**src/rtl/median_line_delay.sv**
```systemverilog
// median_line_delay: delays a pixel stream by exactly W accepted pixels
// (one image line) using a W-entry circular buffer with one shared
// read/write column pointer. Pixels are accepted only on edges with ce high.
// Output q stays 0 and valid stays low until the buffer has been filled once.
//
// Handshake: ce is a one-directional strobe with no back-pressure. Every
// clk edge with ce high and rst low accepts exactly one pixel on d. That
// same edge updates q and valid with the pixel accepted W pixels earlier.
// Edges with ce low change nothing.
module median_line_delay #(
    parameter int N = 8,
    parameter int W = 64
) (
    input  logic                 clk,
    input  logic                 rst,
    input  logic                 ce,
    input  logic [N-1:0]         d,
    output logic [N-1:0]         q,
    output logic                 valid,
    output logic [$clog2(W)-1:0] col
);

    localparam int CW = $clog2(W);
    localparam int FW = $clog2(W + 1);

    logic [N-1:0]  mem [W];
    logic [FW-1:0] fill;
    logic          full;

    // Once W pixels are stored, the word under col is the pixel from W pixels ago.
    assign full = (fill == FW'(W));

    // Line buffer write. There is no reset here so the buffer can map to RAM.
    // Stale contents are masked by the full flag.
    always_ff @(posedge clk) begin
        if (!rst && ce) begin
            mem[col] <= d;
        end
    end

    // Read-before-write output register, column pointer and fill counter.
    always_ff @(posedge clk) begin
        if (rst) begin
            q     <= '0;
            valid <= 1'b0;
            col   <= '0;
            fill  <= '0;
        end else if (ce) begin
            q     <= full ? mem[col] : '0;
            valid <= full;
            if (col == CW'(W - 1)) begin
                col <= '0;
            end else begin
                col <= col + CW'(1);
            end
            if (!full) begin
                fill <= fill + FW'(1);
            end
        end
    end

endmodule

```
**config.mk**
```make
export PLATFORM = sky130hd
export DESIGN_NAME = median_line_delay
export DESIGN_NICKNAME = d
export VERILOG_FILES = /design/src/rtl/median_line_delay.sv
export SDC_FILE = /design/constraint.sdc
export NUM_CORES = 1
export LEC_CHECK = 0
export CAP_MARGIN = 20
export CORE_MARGIN = 8
export CORE_UTILIZATION = 45
export DETAILED_ROUTE_END_ITERATION = 7
export HOLD_SLACK_MARGIN = 0.12
export PLACE_DENSITY = 0.74
export SLEW_MARGIN = 0
export SYNTH_ARGS = -nofsm -noshare
export SYNTH_HDL_FRONTEND = slang
export SYNTH_SLANG_ARGS = --single-unit
```
**constraint.sdc**
```tcl
create_clock -name clk -period 2.1 [get_ports clk]
set_input_delay 0.315 -clock clk [delete_from_list [all_inputs] [get_ports clk]]
set_output_delay 0.315 -clock clk [all_outputs]
set_load 0.05 [all_outputs]
```
* Word level (Yosys, flattened, before mapping)
Memory sizes are Yosys's and may differ from the RTL's. A register that Yosys moved wholly into a read port is not among the register bits.
Index checks and enable logic that the tools add are counted.
** Storage, ports and cells
- Bits in registers :: 22
- Memories kept :: 1
- Word-level logic and storage cells :: 19
- Input port bits :: 11
- Bits in writable memories :: 512
** Memories
- mem :: depth 64, width 8, rd ports 1, clocked after memory_dff 1, wr ports 1, line 26 : logic [N-1:0] mem [W];
** Operators by class
- Bitwise gates (word level) :: 1
- Equality and inequality tests :: 2
- Reductions and logical operators :: 3
- Muxes and demuxes :: 6
- Add/subtract/negate cells :: 2
** Operators with widths (number)
- $mux W6 :: 3
- $mux W8 :: 1
- $add A7 B1 Y7 const B :: 1
- $eq A7 B7 Y1 const B :: 1
- $add A6 B1 Y6 const B :: 1
- $eq A6 B6 Y1 const B :: 1
- $mux W1 :: 2
- $reduce_and A2 Y1 :: 1
- $logic_and A1 B1 Y1 :: 1
- $logic_not A1 Y1 :: 1
- $not A1 Y1 :: 1

* Longest topological paths before layout
- Depth in word-level cells :: 4
- Mapped depth :: 9
- Gate-level depth less buffers :: 7

* Worst setup path before layout
Ideal clock, no wire load.
- Path type :: reg-to-reg
- Start point :: register col[4]
- End point :: memory mem[48][0], enable pin
- Data arrival time :: 2029 ps
- Path slack :: -312 ps
- Library setup time :: 383 ps
- Cell stages (with the launch flop) :: 5
- Path through :: dfxtp_1 -> clkbuf_1 -> nand4b_1 -> or2_2 -> nor3_1
** RTL lines
- start, declared :: line 20 : output logic [$clog2(W)-1:0] col
- start signal, assigned :: line 54 : col <= col + CW'(1);
- end, declared :: line 26
No word-level cell before the write port.

==> qor.csv <==
metric,value,unit
viasPerCell,5.95,
drv_slew,0,
r2r-end,q[6],
synth-seq-area-share,75.7,%
syn_to_final_growth,23.4,%
ir_drop,594,uV
synth_edf_count,512,
timing.slew.headroom,62.2,%
swShare,20.8,%
hp-class,input pin to register,
grt_pass1_vias,11800,
pre_cts_ws,-0.521,ns
hpwl,31.7,mm
final_antenna_net_count,0,
start_util,45.4,%
fin_skew,0.0168,ns
path_buf_inv,4,
synthArstFlopShare,0,%
reg2regPathDepth,9,
fin_ws,-0.165,ns
fin_crit,2.26,ns
track_usage,19.1,%
avgSynthCellArea,19.9,sq um
cts-buffers-inserted,51,
n_antenna_cell,0,
cts_hold_buf,0,
h-tree-depth,2,
cp_common_cell,buf_12,
dr.pass1.iters,5,
synthFlopType,edfxtp_1,
hold_end,mem[7][2],
p_sw,4.60,mW
die_h,232,um
path_max_fanout,8,
cap_violations,0,
netlist_instances,1058,
status,"complete, but fails checks",
drc,0,
antenna_found_initial,0,
critical_path_required,2.55,ns
setup_viol,8,
drt_iter0_drc,1278,
clk_path_buf_depth,3,
finalHoldViolations,0,
setup_tns,-0.667,ns
path_clk_slew,0.07,ns
rrSetupSlack,-0.16,ns
power,22.1,mW
place_area,23300,sq um
ys_types,59,
intPower,17.5,mW
worst_pin_slew,0.566,ns
gr-total-overflow,0,
syn-cell-area,21000,sq um
via_count,11700,
final_cell_mix,"edfxtp_1 (512), buf_4 (197), mux4_2 (118)",
fp.dieW,232,um
stdcell_area,26000,sq um
clock_latency,0.57,ns
cts_tree,built,
crit_path_end_kind,register,
mostFrequentLayoutCell,edfxtp_1,
grt_pass1_wl,76.6,mm
path_depth,9,
crit_family,compound AO/OA/AOI/OAI gates,
crit_chain,"buf_12, buf_12, buf_8, mux4_2, a22o_1, a221oi_2, buf_4, o22a_1, nand3_1",
critPathKind,register to register,
portBuffers,25,
root_buffer,clkbuf_16,
min_delay_path_depth,1,
rsz0062_at_grt,true,
dieArea,53900,sq um
pwr-share-seq,53.4,%
drive_gt1_share,38.1,%
slowest_delay,0.50,ns
wl,52.1,mm
post-route-util,56.0,%
fin_crit_sh,108,%
clock_sinks,540,
hp-start,d[2],
num_io_pins,26,
dp.cells,1820,
yosys.area.top_type,edfxtp_1,
nNetsFinal,1330,
grt_max_degree,65,
fmax,442,MHz
synth.top_cell.area_share,73.1,%
comb_power_share,6.3,%
leakagePower,8.55,nW
core_region_area,46400,sq um
critical-path-slowest-cell,mux4_2,
synth_top_cells_by_area,"edfxtp_1 (73%), mux4_2 (13%), dfxtp_1 (2.7%)",
floorplan.rows,79,
stdcell_count,1963,
power_density,852,nW/um^2
cp-start-kind,register,
ys_ff_latch,540,
gp_congestion,0.916,
clkPwrFrac,40.2,%
syn_nets,1072,
arrival,2.71,ns
whs,0.215,ns
wl_per_cell,26.5,um
synth.yosys.warnings,0,
violations,setup timing,
## repair_timing
item / 4_1_cts / 5_1_grt
buffers inserted: 32 / 15
endpoints found under the setup margin: 18 / 8
cloned: 4 / 0
pin swaps: 21 / 19
resized for setup: 68 / 37
## cells by family (layout without fill, tap and decap cells)
family / Yosys count / after routing / synth area share (%)
flip-flops: 540 / 540 / 75.7
AO/OA/AOI/OAI: 91 / 91 / 3.15
adder cells (fa/ha/maj): 3 / 3 / 0.178
multiplexers: 154 / 154 / 14.4
buffers and inverters: 63 / 361 / 1.70
AND/OR/NAND/NOR: 202 / 202 / 4.65
XOR/XNOR: 5 / 5 / 0.208
## sequential cells by signal, indices dropped and copies added, names as in the netlist, named ones only
| name | cells |
|---|---|
| col | 6 |
| fill | 7 |
| mem | 512 |
| q | 8 |
| valid | 1 |
## worst max-delay path by stage
stage                        start          to
after floorplan             col[1]  mem[62][0]
after global placement          ce        q[0]
after detailed placement        ce        q[5]
after CTS                 register        q[4]
after global routing      register        q[6]
final                     register        q[6]
## area by class of cell
type | count | area, sq um
clock inverters | 25 | 213
inverters | 6 | 22.5
multi-input cells | 455 | 5160
clock buffers | 68 | 1390
well taps | 607 | 759
repair buffers | 262 | 2470
fillers | 3304 | 20400
flip-flops and latches | 540 | 16000
## metal layers
layer,wire (um),vias up,part of all wire (%),track usage (%)
li1,-,4870,-,-
met1,20300,5985,39,26.7
met2,24300,707,47,29.6
met3,5220,126,10,3.24
met4,2240,0,4.3,7.75
met5,0,-,0,0
## power by group through the flow
stage / combinational, mW / clock (mW) / sequential, mW
2_1_floorplan: 0.598 / 0 / 12.0
3_3_place_gp: 1.08 / 0 / 12.1
3_5_place_dp: 1.10 / 0 / 12.1
4_1_cts: 1.32 / 8.97 / 11.8
5_1_grt: 1.47 / 9.39 / 11.8
6_report: 1.40 / 8.89 / 11.8
## cell usage after synthesis (all sizes together) (6+ instances only)
cell type	instances
a211oi	9
nand2	29
dfxtp	28
o22ai	10
nor2	88
nand2b	7
clkbuf	15
nand4	7
o21ai	11
nand3	15
a22o	10
mux2	10
mux2i	26
inv	6
a221oi	12
mux4	118
nor2b	15
nor3	10
a21oi	14
edfxtp	512
buf	42
(Power assumes the default switching activity.)
